===== config.mk =====
export PLATFORM = sky130hd
export DESIGN_NAME = rr_stream_arb
export DESIGN_NICKNAME = d
export VERILOG_FILES = /design/src/rtl/rr_stream_arb_pkg.sv /design/src/rtl/rr_stream_arb_fpa.sv /design/src/rtl/rr_stream_arb.sv
export SDC_FILE = /design/constraint.sdc
export NUM_CORES = 1
export LEC_CHECK = 0
export ABC_AREA = 0
export CAP_MARGIN = 0
export CORE_UTILIZATION = 40
export DETAILED_ROUTE_END_ITERATION = 6
export GPL_ROUTABILITY_DRIVEN = 0
export PLACE_DENSITY = 0.86
export SLEW_MARGIN = 20
export SYNTH_ARGS = -nofsm -noshare
export SYNTH_HDL_FRONTEND = slang
export SYNTH_SLANG_ARGS = --single-unit
export TNS_END_PERCENT = 10

===== constraint.sdc =====
create_clock -name clk -period 1.9 [get_ports clk]
set_input_delay 0.38 -clock clk [delete_from_list [all_inputs] [get_ports clk]]
set_output_delay 0.38 -clock clk [all_outputs]
set_load 0.1 [all_outputs]

===== src/rtl/rr_stream_arb_pkg.sv =====
// Shared types and helpers for the round-robin packet stream arbiter.
// therm_mask is sized for the widest supported arbiter; callers keep the low bits.
package rr_stream_arb_pkg;

   localparam int unsigned MaxReq = 32;

   typedef enum logic {
      ARB,
      LOCK
   } arb_state_e;

   // Bit i is set for every index strictly above the previous winner.
   function automatic logic [MaxReq-1:0] therm_mask(input int unsigned last_idx);
      logic [MaxReq-1:0] mask;
      for (int unsigned i = 0; i < MaxReq; i++) begin
         mask[i] = (i > last_idx);
      end
      return mask;
   endfunction

endpackage


===== src/rtl/rr_stream_arb_fpa.sv =====
// Fixed-priority thermometer arbiter: lowest masked request wins, else lowest request.
// Also muxes the winning requester's payload.
module fpa #(
   parameter int unsigned REQ_NUM    = 4,
   parameter int unsigned DATA_WIDTH = 8
) (
   input  logic [REQ_NUM-1:0]            req,
   input  logic [REQ_NUM-1:0]            prio,
   input  logic [REQ_NUM*DATA_WIDTH-1:0] data_in,
   output logic [REQ_NUM-1:0]            gnt,
   output logic [DATA_WIDTH-1:0]         data_out
);

   logic [REQ_NUM-1:0] masked;
   logic               found;

   assign masked = req & prio;

   always_comb begin
      gnt   = '0;
      found = 1'b0;
      for (int unsigned i = 0; i < REQ_NUM; i++) begin
         if (!found && masked[i]) begin
            gnt[i] = 1'b1;
            found  = 1'b1;
         end
      end
      // Nothing above the pointer: wrap to the lowest requester.
      for (int unsigned i = 0; i < REQ_NUM; i++) begin
         if (!found && req[i]) begin
            gnt[i] = 1'b1;
            found  = 1'b1;
         end
      end
   end

   always_comb begin
      data_out = '0;
      for (int unsigned i = 0; i < REQ_NUM; i++) begin
         if (gnt[i]) begin
            data_out = data_in[i*DATA_WIDTH +: DATA_WIDTH];
         end
      end
   end

endmodule


===== src/rtl/rr_stream_arb.sv =====
// Round-robin, packet-aware valid/ready stream arbiter with a registered output slice.
// A grant is locked from a packet's first beat to its last so packets never interleave.
module rr_stream_arb
   import rr_stream_arb_pkg::*;
#(
   parameter int unsigned REQ_NUM    = 4,
   parameter int unsigned DATA_WIDTH = 8,
   localparam int unsigned IDX_W     = $clog2(REQ_NUM)
) (
   input  logic                          clk,
   input  logic                          rst_n,
   input  logic [REQ_NUM-1:0]            in_valid,
   input  logic [REQ_NUM*DATA_WIDTH-1:0] in_data,
   input  logic [REQ_NUM-1:0]            in_last,
   output logic [REQ_NUM-1:0]            in_ready,
   output logic                          out_valid,
   output logic [DATA_WIDTH-1:0]         out_data,
   output logic                          out_last,
   output logic [IDX_W-1:0]              out_src,
   input  logic                          out_ready
);

   arb_state_e            state_q, state_d;
   logic [IDX_W-1:0]      owner_q, owner_d;
   logic [IDX_W-1:0]      last_idx_q, last_idx_d;
   logic                  out_valid_q, out_valid_d;
   logic [DATA_WIDTH-1:0] out_data_q, out_data_d;
   logic                  out_last_q, out_last_d;
   logic [IDX_W-1:0]      out_src_q, out_src_d;

   logic [MaxReq-1:0]     mask_full;
   logic [REQ_NUM-1:0]    prio;
   logic [REQ_NUM-1:0]    fpa_gnt;
   logic [DATA_WIDTH-1:0] fpa_data;
   logic [IDX_W-1:0]      gnt_idx;
   logic [IDX_W-1:0]      sel_idx;
   logic [DATA_WIDTH-1:0] sel_data;
   logic                  sel_last;
   logic                  load;
   logic                  hs;
   logic                  unused_mask;

   assign load        = !out_valid_q || out_ready;
   assign mask_full   = therm_mask(32'(last_idx_q));
   assign prio        = mask_full[REQ_NUM-1:0];
   assign unused_mask = ^mask_full[MaxReq-1:REQ_NUM];

   fpa #(
      .REQ_NUM    (REQ_NUM),
      .DATA_WIDTH (DATA_WIDTH)
   ) u_fpa (
      .req      (in_valid),
      .prio     (prio),
      .data_in  (in_data),
      .gnt      (fpa_gnt),
      .data_out (fpa_data)
   );

   always_comb begin
      gnt_idx = '0;
      for (int unsigned i = 0; i < REQ_NUM; i++) begin
         if (fpa_gnt[i]) begin
            gnt_idx = IDX_W'(i);
         end
      end
   end

   always_comb begin
      state_d     = state_q;
      owner_d     = owner_q;
      last_idx_d  = last_idx_q;
      out_valid_d = out_valid_q;
      out_data_d  = out_data_q;
      out_last_d  = out_last_q;
      out_src_d   = out_src_q;
      in_ready    = '0;
      hs          = 1'b0;
      sel_idx     = gnt_idx;
      sel_data    = fpa_data;

      unique case (state_q)
         ARB: begin
            in_ready = fpa_gnt & {REQ_NUM{load}};
            hs       = (|(in_valid & fpa_gnt)) && load;
         end
         LOCK: begin
            // Only the owner may advance; a dropped valid is a bubble, not a release.
            in_ready[owner_q] = load;
            hs                = in_valid[owner_q] && load;
            sel_idx           = owner_q;
            sel_data          = in_data[int'(owner_q)*DATA_WIDTH +: DATA_WIDTH];
         end
         default: ;
      endcase

      sel_last = in_last[sel_idx];

      if (hs) begin
         if (sel_last) begin
            state_d    = ARB;
            last_idx_d = sel_idx;
         end else begin
            state_d = LOCK;
            owner_d = sel_idx;
         end
      end

      if (load) begin
         out_valid_d = hs;
         if (hs) begin
            out_data_d = sel_data;
            out_last_d = sel_last;
            out_src_d  = sel_idx;
         end
      end
   end

   always_ff @(posedge clk or negedge rst_n) begin
      if (!rst_n) begin
         state_q     <= ARB;
         owner_q     <= '0;
         last_idx_q  <= IDX_W'(REQ_NUM - 1);
         out_valid_q <= 1'b0;
         out_data_q  <= '0;
         out_last_q  <= 1'b0;
         out_src_q   <= '0;
      end else begin
         state_q     <= state_d;
         owner_q     <= owner_d;
         last_idx_q  <= last_idx_d;
         out_valid_q <= out_valid_d;
         out_data_q  <= out_data_d;
         out_last_q  <= out_last_d;
         out_src_q   <= out_src_d;
      end
   end

   assign out_valid = out_valid_q;
   assign out_data  = out_data_q;
   assign out_last  = out_last_q;
   assign out_src   = out_src_q;

endmodule


; After elaboration in Yosys (flattened, before gate mapping)
; Index checks and enable logic that the tools add are counted.
[classes]
n_lt_le_gt_ge = 6
n_shift = 1
muxes = 32
bitwise = 6
reduce_logical = 23
[ops]
columns = operator, count
row1 = $mux 8, 5
row2 = $shiftx 32x6->8, 1
row3 = $mux 1, 19
row4 = $and 4x4->4, 4
row5 = $logic_and 1x1->1, 10
row6 = $logic_not 1->1, 8
row7 = $pmux 4 s2, 1
row8 = $lt 2x3->1 const B, 2
row9 = $mux 2, 3
row10 = $reduce_and 2->1, 3
row11 = $bmux 1 s2, 2
row12 = $gt 2x2->1 const A, 2
row13 = $reduce_or 4->1, 1
row14 = $demux 1 s2, 1
row15 = $ge 2x1->1 const B, 1
row16 = $gt 1x2->1 const A, 1
row17 = $not 1->1, 2
row18 = $pmux 1 s2, 1
row19 = $logic_or 1x1->1, 1
[totals]
register_bits = 17
out_inout_bits = 16
elab_cells = 75

; Longest topological paths before layout
; Gate-level depths: netlist (run 1).
[logic_depth]
word_depth = 30
ltp_mapped = 8
ltp_nobuf = 6

; Hierarchy
; A second synthesis (run 1) with hierarchy kept.
[unflattened]
cells_unflattened = 156
area_unflattened_um2 = 1493.9
[by_module_without_submodules]
columns = mod, instances, cells_each, area_per_inst_um2, seq_area_each_um2
row1 = rr_stream_arb, 1, 108, 1161.1, 427.9
row2 = fpa, 1, 48, 332.8, 0.0

; Worst setup path before layout (run 1)
; Ideal clock, no wire load.
[synth_timing]
kind = input port to output port
from = input port in_valid[1]
to = output port in_ready[3]
arrival_ns = 2.782
setup_slack_ns = -1.262
cell_stages = 7
path_buffers = 2
cell_sequence = buf_2 -> or2_2 -> a21oi_1 -> o21a_1 -> buf_2 -> nand2_1 -> a21oi_1
[synth_via]
elab_chain_cells = 23
[synth_rtl]
columns = item, line_no
row1 = start: declaration, rr_stream_arb.sv:12  ; input logic [REQ_NUM-1:0] in_valid,
row2 = $and 4x4->4, rr_stream_arb_fpa.sv:17  ; assign masked = req & prio;
row3 = $logic_and 1x1->1, rr_stream_arb_fpa.sv:23  ; if (!found && masked[i]) begin
row4 = $mux 1, rr_stream_arb_fpa.sv:23
row5 = $logic_not 1->1, rr_stream_arb_fpa.sv:23
row6 = $logic_and 1x1->1, rr_stream_arb_fpa.sv:23
row7 = $mux 1, rr_stream_arb_fpa.sv:23
row8 = $logic_not 1->1, rr_stream_arb_fpa.sv:23
row9 = $logic_and 1x1->1, rr_stream_arb_fpa.sv:23
row10 = [... 7 more ...], --
row11 = $logic_not 1->1, rr_stream_arb_fpa.sv:30  ; if (!found && req[i]) begin
row12 = $logic_and 1x1->1, rr_stream_arb_fpa.sv:30
row13 = $mux 1, rr_stream_arb_fpa.sv:30
row14 = $logic_not 1->1, rr_stream_arb_fpa.sv:30
row15 = $logic_and 1x1->1, rr_stream_arb_fpa.sv:30
row16 = $mux 1 (*), rr_stream_arb_fpa.sv:30
row17 = $and 4x4->4 (*), rr_stream_arb.sv:83  ; in_ready = fpa_gnt & {REQ_NUM{load}};
row18 = $pmux 4 s2 (*), rr_stream_arb.sv:81  ; unique case (state_q)
row19 = end: declaration, rr_stream_arb.sv:15  ; output logic [REQ_NUM-1:0] in_ready,
; Every way passes the cells marked *; elsewhere a longest branch is shown, timed or not.

; Final worst setup path (run 1)
[layout_timing]
from = register last_idx_q[0]
to = output port in_ready[1]
[layout_via]
elab_chain_cells = 18
[layout_rtl]
columns = item, line_no
row1 = start: declaration, rr_stream_arb.sv:25  ; logic [IDX_W-1:0] last_idx_q, last_idx_d;
row2 = start signal: assignment, rr_stream_arb.sv:122  ; last_idx_q <= IDX_W'(REQ_NUM - 1);
row3 = start signal: assignment, rr_stream_arb.sv:130  ; last_idx_q <= last_idx_d;
row4 = $gt 1x2->1, rr_stream_arb_pkg.sv:16  ; mask[i] = (i > last_idx);
row5 = $and 4x4->4 (*), rr_stream_arb_fpa.sv:17
row6 = $logic_and 1x1->1, rr_stream_arb_fpa.sv:23
row7 = $mux 1, rr_stream_arb_fpa.sv:23
row8 = $logic_not 1->1, rr_stream_arb_fpa.sv:23
row9 = $logic_and 1x1->1, rr_stream_arb_fpa.sv:23
row10 = $mux 1, rr_stream_arb_fpa.sv:23
row11 = $logic_not 1->1, rr_stream_arb_fpa.sv:23
row12 = [... 2 more ...], --
row13 = $logic_not 1->1, rr_stream_arb_fpa.sv:30
row14 = $logic_and 1x1->1, rr_stream_arb_fpa.sv:30
row15 = $mux 1, rr_stream_arb_fpa.sv:30
row16 = $logic_not 1->1, rr_stream_arb_fpa.sv:30
row17 = $logic_and 1x1->1, rr_stream_arb_fpa.sv:30
row18 = $mux 1 (*), rr_stream_arb_fpa.sv:30
row19 = $and 4x4->4 (*), rr_stream_arb.sv:83
row20 = $pmux 4 s2 (*), rr_stream_arb.sv:81
; Marked as above.

==> results of run 1 <==
flip-flops by register name, indices dropped and copies added (netlist names):
register	count
out_data	8
last_idx_q	2
out_src	2
owner_q	2
out_last	1
out_valid	1
state_q	1
power by group:
group | total [mW] | switching, mW | internal, mW
sequential | 0.734 | 0.172 | 0.562
combinational | 3.71 | 2.26 | 1.45
clock | 0.286 | 0.140 | 0.146
total | 4.73 | 2.58 | 2.16
what timing repair did:
item,CTS,global route
setup endpoints to repair,19,19
endpoints found under the hold margin,0,0
pin swaps,5,10
gates resized for setup,11,16
gates cloned,0,0
buffers inserted,4,2
cells by family after synthesis:
group | synth area share (%)
buffers and inverters | 7.22
AND/OR/NAND/NOR | 16.9
multiplexers | 16.7
flip-flops | 28.1
AO/OA/AOI/OAI | 31.2
layout make-up:
type	instances	area share (%)
multi-input combinational	124	43.4
timing repair buffer	93	34.9
sequential	17	16.7
tap	48	2.34
clock buffer	3	1.61
inverter	6	0.925
clock inverter	1	0.195
metrics by stage:
stage	cells	utilization, %	setup slack, ns	setup TNS (ns)	hold slack [ns]
after global routing	292	70.2	-0.248	-3.72	0.473
after global placement	282	65.5	-0.408	-7.12	0.462
after CTS	290	67.8	-0.168	-1.97	0.461
after detailed placement	282	65.5	-0.465	-7.72	0.470
after floorplan	165	-	-0.219	-0.906	0.0844
final	292	70.2	-0.196	-2.08	0.453
synthesized netlist by cell type, drive strengths merged (2+ instances only):
library cell   n
mux4           9
o211a          2
a21o           3
nand2b         4
o31ai          8
o21ai          3
nand3b         3
a21oi         14
a221o          8
or2            2
nor2          14
o31a           2
nor3           2
dfstp          2
inv            5
nand2         15
clkbuf         7
mux2i          4
nor2b          2
dfrtp         15
buf           11
a221oi         8
how the worst min path moves through the flow:
stage	from	endpoint	slack (ns)	cells past startpoint
6_report	rst_n	out_data[7]$_DFFE_PN0P_	0.45	2
2_1_floorplan	rst_n	out_data[0]$_DFFE_PN0P_	0.08	0
5_1_grt	rst_n	out_data[4]$_DFFE_PN0P_	0.47	2
4_1_cts	rst_n	out_data[7]$_DFFE_PN0P_	0.46	2
3_5_place_dp	out_data[5]$_DFFE_PN0P_	out_data[5]$_DFFE_PN0P_	0.47	2
3_3_place_gp	out_data[7]$_DFFE_PN0P_	out_data[7]$_DFFE_PN0P_	0.46	2
routing by layer:
metal | share of wire (%) | wire length (µm) | GRT usage [%]
met1 | 40 | 1950 | 30.3
met5 | 0 | 0 | 0
met4 | 2.2 | 108 | 9.09
met3 | 6.8 | 331 | 4.64
met2 | 51 | 2490 | 40.2
worst register-to-register path: stages (launching register included):
cell	delay, ns
dfstp_2	0.59
buf_4	0.15
a21oi_1	0.06
o211a_1	0.28
buf_4	0.18
a221o_1	0.36
a221oi_2	0.20
o31ai_1	0.12
==> reports/results.txt, run 1 <==
Status - complete, but fails checks
Failing checks - negative setup slack
IO Port Bufs - 58
Vias in the first global route - 1626
Register-to-Register Path Depth - 7
CP endpoint kind - output pin
Startpoint Class - register
Synth Cell Area - 1530 µm²
WL/cell - 16.7 µm
Critical Path AT - 1.72 ns
First-pass GRT wire length - 7670 µm
Final Cycle Share - 110%
Worst Path Max Fanout - 6
Delay-heaviest family, CP - flip-flops
Post-route DRC violation count - 0
CP bufs+invs - 1
Worst setup margin - -0.196 ns
Layout cells sized above 1 - 39.3%
CTS tree - done
Power Total - 4.73 mW
Setup crit start - last_idx_q[0]$_DFFE_PN1P_
Most common cell after layout, fill and taps aside - buf_4
Synthesis Warnings - 0
Clk slew on worst S/H paths - 0.08 ns
EDFF count, synth - 0
Commonest cells after routing, fill and taps aside - buf_4, clkdlybuf4s50_1, dfrtp_1, nand2_1, nor2_1
Post-Route WL - 4880 µm
Crit-path cells - nor2_1 -> o31a_1 -> a21oi_2 -> nor2_4 -> buf_12
Chip Height - 63.8 µm
RSZ-0062 raised after global routing - yes
Core Area - 3660 µm²
Final setup viols - 18
CP max stage cell - dfstp_2
Slew Viols, Final - 0
Drt initial violations - 112
Via count - 1741
Crit-path max cell delay - 0.59 ns
Yosys top cell area share - 24.6%
CTS buffer count - 3
Diode count - 0
Sequential share of the synthesized area - 28.1%
Area leader, netlist - dfrtp_1
Levels on crit path - 5
Antenna violations before repair - 0
Register cell area after layout - 429 µm²
FF-to-FF Start - last_idx_q[1]$_DFFE_PN1P_
Initial core utilization - 41.7%
Die ar. - 4060 µm²
Post-placement cell area - 2400 µm²
R2R setup slack - -0.16 ns
CP endpoint - in_ready[1]
Final Skew - 0.00641 ns
Minimum clock period - 2.10 ns
Layout overhead on the synthesized area - 68.6%
Slew HR - 76.6%
Global-route usage over all layers - 24.0%
Crit Path Class - register to output pin
Power per cell area - 1840 nW/µm²
Synthesized instance count - 165
Largest net degree at the start of global routing - 18
Maximum vdd drop - 0.684 mV
Design area - 2570 µm²
Number of fill cells - 277
Unique masters post-synth - 50
Prevailing post-synth register cell - dfrtp_1
Final #Nets - 288
Cell Rows - 22
Top cells by area, synth - dfrtp_1, mux4_2, a221o_1, a21oi_1, a221oi_1
Syn Nets - 208
Antenna Nets Post-Route - 0
Yosys reg bits - 17
FMAX - 477 MHz
Post-CTS Hold Buffers - 0
DP HPWL - 3570 µm
H-tree levels - 1
CTS Buffer Depth - 2
Tightest Hold Check Type - input pin to async pin
Max-cap violation count - 0
Worst Path Required - 1.52 ns
Worst slew pin tran - 0.352 ns
Vias per inst - 5.96
FFs w/ async S/R, synth - 100%
Total grt overflow - 0
Clock latency on the worst-skew pair - 0.26 ns
Leak - 1.10 nW
Area of the multi-input gates - 1110 µm²
Clock root buffer - clkbuf_8
Avg Cell Area, Syn - 9.24 µm²
Hold Fails Final Rpt - 0
Die X - 63.8 µm
R2R Path End - out_data[1]$_DFFE_PN0P_
Drt first pass iters - 4
Number of I/O pins - 59
Clock tree sinks - 17
(Power assumes the default switching activity.)
==> inputs of run 2 (changes only) <==
Settings changed: CORE_UTILIZATION 40 to 47, PLACE_DENSITY 0.86 to 0.94.
Clock period 1.9 ns to 2.5 ns, I/O delays scaled along.
==> run 2 against run 1 <==
The run now ends clean; clock power fell by 47%; utilization up 4.3 points; critical path depth grew 1; register-to-register slack gained 0.50 ns; clock skew shrank 0.0037 ns; cell count fell by 6.8%; global-route usage up 3.9 points; power decreased by 32%; routed wire length down 8.3%; worst setup slack better by 0.30 ns; sequential power decreased by 25%.
==> reports/results.txt, run 2 (synthesis results as in run 1) <==
Final Cycle Share - 95.9%
Antenna violations before repair - 0 (unchanged)
Minimum clock period - 2.40 ns
Vias in the first global route - 1678 (was 1626)
Critical Path AT - 1.90 ns (was 1.72 ns)
Via count - 1643 (was 1741)
Post-Place Cells - 266 (was 282)
Final Skew - 0.00269 ns (was 0.00641 ns)
WL/cell - 16.5 µm (was 16.7 µm)
Initial core utilization - 49.6% (was 41.7%)
Slew HR - 45.1% (was 76.6%)
Startpoint Class - register (unchanged)
Commonest cells after routing, fill and taps aside - clkdlybuf4s50_1, buf_4, dfrtp_1, nand2_1, nor2_1 (was buf_4, clkdlybuf4s50_1, dfrtp_1, nand2_1, nor2_1)
Slew Viols, Final - 0 (unchanged)
H-tree levels - 1 (unchanged)
IO Port Bufs - 58 (unchanged)
DR top layer - met4 (unchanged)
Layout cells sized above 1 - 27.2% (was 39.3%)
Setup_tns - 0 ns (was -2.08 ns)
Die ar. - 3480 µm² (was 4060 µm²)
Post-place setup slack - -0.0459 ns (was -0.465 ns)
Post-layout util - 74.5% (was 70.2%)
Worst setup margin - 0.102 ns (was -0.196 ns)
CP max stage cell - dfstp_2 (unchanged)
Total grt overflow - 0 (unchanged)
Layout overhead on the synthesized area - 50.4% (was 68.6%)
Largest net degree at the start of global routing - 18 (unchanged)
Vias per inst - 6.04 (was 5.96)
CTS tree - done (unchanged)
Clock tree sinks - 17 (unchanged)
Hold Fails Final Rpt - 0 (unchanged)
Crit-path max cell delay - 0.65 ns (was 0.59 ns)
Post-CTS Hold Buffers - 0 (unchanged)
Diode count - 0 (unchanged)
Chip Height - 59.0 µm (was 63.8 µm)
Post-Route WL - 4480 µm (was 4880 µm)
Maximum vdd drop - 0.911 mV (was 0.684 mV)
Drt first pass iters - 4 (unchanged)
Cell Rows - 20 (was 22)
Cell Count, Final, Fillers Out - 272 (was 292)
DP HPWL - 3380 µm (was 3570 µm)
Most common cell after layout, fill and taps aside - clkdlybuf4s50_1 (was buf_4)
Max reg flops - 8 (unchanged)
Crit-path cells - inv_1 -> o21ai_0 -> o211a_1 -> a21oi_1 -> nor2_4 -> buf_12 (was nor2_1 -> o31a_1 -> a21oi_2 -> nor2_4 -> buf_12)
Design area - 2290 µm² (was 2570 µm²)
CTS Buffer Depth - 2 (unchanged)
FMAX - 417 MHz
Post-route DRC violation count - 0 (unchanged)
Worst Path Required - 2.00 ns (was 1.52 ns)
Drt initial violations - 80 (was 112)
Max-cap violation count - 0 (unchanged)
Worst slew pin tran - 0.821 ns (was 0.352 ns)
CTS buffer count - 3 (unchanged)
First-pass GRT wire length - 7360 µm (was 7670 µm)
Number of I/O pins - 59 (unchanged)
Final #Nets - 272 (was 288)
Worst Path Max Fanout - 10 (was 6)
Post-placement cell area - 2240 µm² (was 2400 µm²)
Global-route usage over all layers - 27.8% (was 24.0%)
Clock root buffer - clkbuf_4 (was clkbuf_8)
Power per cell area - 1400 nW/µm² (was 1840 nW/µm²)
Final setup viols - 0 (was 18)
Tightest Hold Check Type - register to register (was input pin to async pin)
Antenna Nets Post-Route - 0 (unchanged)
Status - completed (was complete, but fails checks)
Clock latency on the worst-skew pair - 0.29 ns (was 0.26 ns)
CP endpoint kind - output pin (unchanged)
Core Area - 3080 µm² (was 3660 µm²)
RSZ-0062 raised after global routing - no (was yes)
WL met3 - 306 µm (was 331 µm)
Crit Path Class - register to output pin (unchanged)
M1 WL - 1900 µm (was 1950 µm)
Leak - 0.980 nW (was 1.10 nW)
Met2 WL - 2230 µm (was 2490 µm)
Clk slew on worst S/H paths - 0.10 ns (was 0.08 ns)
Die X - 59.0 µm (was 63.8 µm)
-- run 2: worst max-delay path: cells and delay by family, from the launching register on --
kind,cells,cell delay [ns]
compound gates,3,0.53
buf+inv,2,0.30
flops,1,0.65
simple gates,1,0.12
-- run 2: final timing paths --
kind	from	cells past startpoint	slack, ns	endpoint
min in group asynchronous	rst_n	1	0.67	owner_q[1]$_DFFE_PN0P_
worst min-delay path	out_src[1]$_DFFE_PN0P_	1	0.49	out_src[1]$_DFFE_PN0P_
worst max-delay path	last_idx_q[1]$_DFFE_PN1P_	6	0.10	in_ready[0]
max in group asynchronous	rst_n	1	1.32	out_data[7]$_DFFE_PN0P_
worst min register to register	out_src[1]$_DFFE_PN0P_	1	0.49	out_src[1]$_DFFE_PN0P_
worst max register to register	last_idx_q[1]$_DFFE_PN1P_	8	0.34	owner_q[0]$_DFFE_PN0P_
-- run 2: final cells by class --
type,instances,area (µm²)
multi-input combinational,124,1020
sequential,17,428
tap,44,55.1
clock buffer,4,26.3
timing repair buffer,77,743
fill,230,785
inverter,6,22.5
-- run 2: layer usage --
layer / track usage [%] / up-vias
met5: 0 / -
li1: - / 768
met1: 34.6 / 798
met3: 3.30 / 4
met4: 10.9 / 0
met2: 49.0 / 73
-- run 2: what timing repair did --
action / 4_1_cts / 5_1_grt
endpoints found under the hold margin: 0 / 0
resized for setup: 0 / 6
pin swaps: 2 / 2
endpoints found under the setup margin: 2 / 4
setup buffers: 2 / 0
-- run 2: where the power goes --
part | total (mW) | switching (mW) | internal (mW)
clock network | 0.152 | 0.0897 | 0.0620
logic | 2.50 | 1.61 | 0.891
registers | 0.551 | 0.125 | 0.426
-- run 2: per-stage QoR --
step                      total power [mW]  hold slack [ns]
after floorplan                       2.41            0.204
after global placement                2.97            0.461
after detailed placement              3.03            0.469
after CTS                             3.20            0.494
after global routing                  3.40            0.520
final                                 3.21            0.490
==> inputs of run 3 (changes only) <==
Settings changed: CAP_MARGIN 0 to not set.
==> results of run 3 <==
The final DEF is identical to that of run 2; final timing and power are the same.
==> RTL edit: new RTL, settings of run 1 <==
`REQ_NUM` is set to 4 in 2 places; all go to 16.
--- a/src/rtl/rr_stream_arb_fpa.sv
+++ b/src/rtl/rr_stream_arb_fpa.sv
@@ -2,5 +2,5 @@
 // Also muxes the winning requester's payload.
 module fpa #(
-   parameter int unsigned REQ_NUM    = 4,
+   parameter int unsigned REQ_NUM    = 16,
    parameter int unsigned DATA_WIDTH = 8
 ) (
--- a/src/rtl/rr_stream_arb.sv
+++ b/src/rtl/rr_stream_arb.sv
@@ -4,5 +4,5 @@
    import rr_stream_arb_pkg::*;
 #(
-   parameter int unsigned REQ_NUM    = 4,
+   parameter int unsigned REQ_NUM    = 16,
    parameter int unsigned DATA_WIDTH = 8,
    localparam int unsigned IDX_W     = $clog2(REQ_NUM)
Interface: changed (5 resized); port bits go from 59 to 193. The function was not compared with the original's and may differ.
==> RTL edit against run 1 <==
The flow finishes with violations (design-rule violations, negative setup slack); final area grew to 3.4 times the old value; die area grew to 2.7 times the old value; register-to-register slack worse by 1.9 ns; count of clock-buffer cells in the layout increased by 1; wire length grew to 5.7 times the old value; critical path type is now reg2reg; power increased to 3.2 times the old value; critical endpoint is now owner_q[2]; sequential cell count grew 6; sequential power up 61%; area after synthesis increased to 2.8 times the old value; setup slack got worse by 1.9 ns.
==> RTL edit: results (changes against run 1) <==
H-tree Lvls 1 (unchanged); max reg flops 8 (unchanged); Yosys cell types 72 (+44%); vias in the first global route 7328 (+350%); HP Class in2async; DRC viols 177 (+177); max incr delay on CP 0.64 ns (+0.05 ns); Leak 3.64 nW (+230%); yosys warns 0 (unchanged); Setup WS pre-CTS -2.65 ns (-2.19 ns); Total GRT Usage 48.3% (+24 points); initial antenna violation count 1 (+1); Clock Latency Late Sink 0.27 ns; TritonRoute pass-1 iters 7 (+3); VDD IR max 1.30 mV (+90%); final setup margin -2.09 ns (-1.90 ns); cells after synthesis 515 (+210%); headroom to the max-slew limit 61.4% (-15 points); final cell count without fillers 1023 (+250%); Setup Skew 0.0114 ns (+0.00501 ns); Arrival @ worst endpoint 4.18 ns (+2.46 ns); DP HPWL 19.1 mm (+430%); DRT iter0 DRCs 1433 (+1200%); share of layout cells above drive strength 1 44.8% (+5.5 points); final setup violation count 39 (+21); Crit Path Max Fanout 5 (-1); Area contributors post-synth mux4_2 24%, dfrtp_1 11%, nor2_1 6.9%; Mapped Nets 678 (+230%); final WL 27.7 mm (+470%); Inst Count DP 988 (+250%); Buffers on Ports 192 (+230%); Setup TNS Final -65.76 ns (-63.68 ns); top post-synthesis cells by count 78 x nor2_1, 45 x mux4_2, 37 x nand2_1; CTS Root Cell clkbuf_8; via/cell ratio 7.15 (+20%); largest net degree at the start of global routing 36 (+18); Seq/Total Area, Yosys 13.6% (-14 points); Cell Area, Placed 8080 um^2 (+240%); global-route wire length before repair 40.9 mm (+430%); failing checks design-rule violations, negative setup slack; NumNets Final 1050 (+260%); status finished with violations
-- RTL edit: cell types whose count changed after synthesis, moves of 19 or more --
cell,change
a21oi_1,+19
clkbuf_1,+21
mux4_2,+36
nand2_1,+22
nand3_1,+27
nor2_1,+64
o21ai_0,+20
-- RTL edit: logic make-up after synthesis --
family	count (synthesis)	synth area share, %
flops	23	13.6
simple gates	203	23.1
buf+inv	58	5.80
mux	71	30.0
compound gates	160	27.6
-- RTL edit: through the flow --
step	total power [mW]	hold WS [ns]
2_1_floorplan	8.00	0.0844
3_3_place_gp	11.7	0.494
3_5_place_dp	12.3	0.499
4_1_cts	13.8	0.481
5_1_grt	15.7	0.496
6_report	15.2	0.472
-- RTL edit: where the power goes --
part	total [mW]	switching (mW)	internal [mW]	leakage, nW
clock network	0.323	0.172	0.150	0.0228
logic	13.7	7.58	6.17	3.36
registers	1.18	0.382	0.795	0.260
-- RTL edit: final cells by class --
cell class / count / area (um^2)
Clock buffer: 4 / 45.0
Multi-Input combinational cell: 435 / 3990
Timing Repair Buffer: 410 / 3940
Fill cell: 469 / 1540
Tap cell: 136 / 170
Inverter: 14 / 52.6
Sequential cell: 23 / 582
Antenna cell: 1 / 2.50
-- RTL edit: timing repair --
action,4_1_cts,5_1_grt
setup buffers,16,13
pin swaps,15,12
endpoints found under the setup margin,39,39
cloned,1,0
hold endpoints to repair,0,0
gates resized for setup,65,32
-- RTL edit: final timing paths --
check,from,endpoint,slack (ns),cells past startpoint
worst max-delay path,last_idx_q[2],owner_q[2],-2.09,17
worst min-delay path,rst_n,owner_q[3],0.47,2
worst max register to register,last_idx_q[2],owner_q[2],-2.09,17
worst min register to register,out_data[2],out_data[2],0.52,1
max in group asynchronous,rst_n,last_idx_q[0],1.13,2
min in group clk,out_data[2],out_data[2],0.52,1
-- RTL edit: critical path, delay by kind of cell, from the launching register on --
kind,cells,cell delay [ns]
compound gates,3,0.82
simple gates,6,1.03
flops,1,0.64
buf+inv,5,0.81
mux,3,0.60
-- RTL edit: layer usage --
| metal | up-vias | wire length, um | part of all wire, % | GRT usage [%] |
|---|---|---|---|---|
| met5 | - | 0 | 0 | 3.33 |
| met4 | 0 | 2730 | 9.8 | 31.0 |
| met3 | 338 | 4200 | 15 | 17.4 |
| met2 | 915 | 12200 | 44 | 74.7 |
| met1 | 3267 | 8630 | 31 | 56.3 |
| li1 | 2799 | - | - | - |
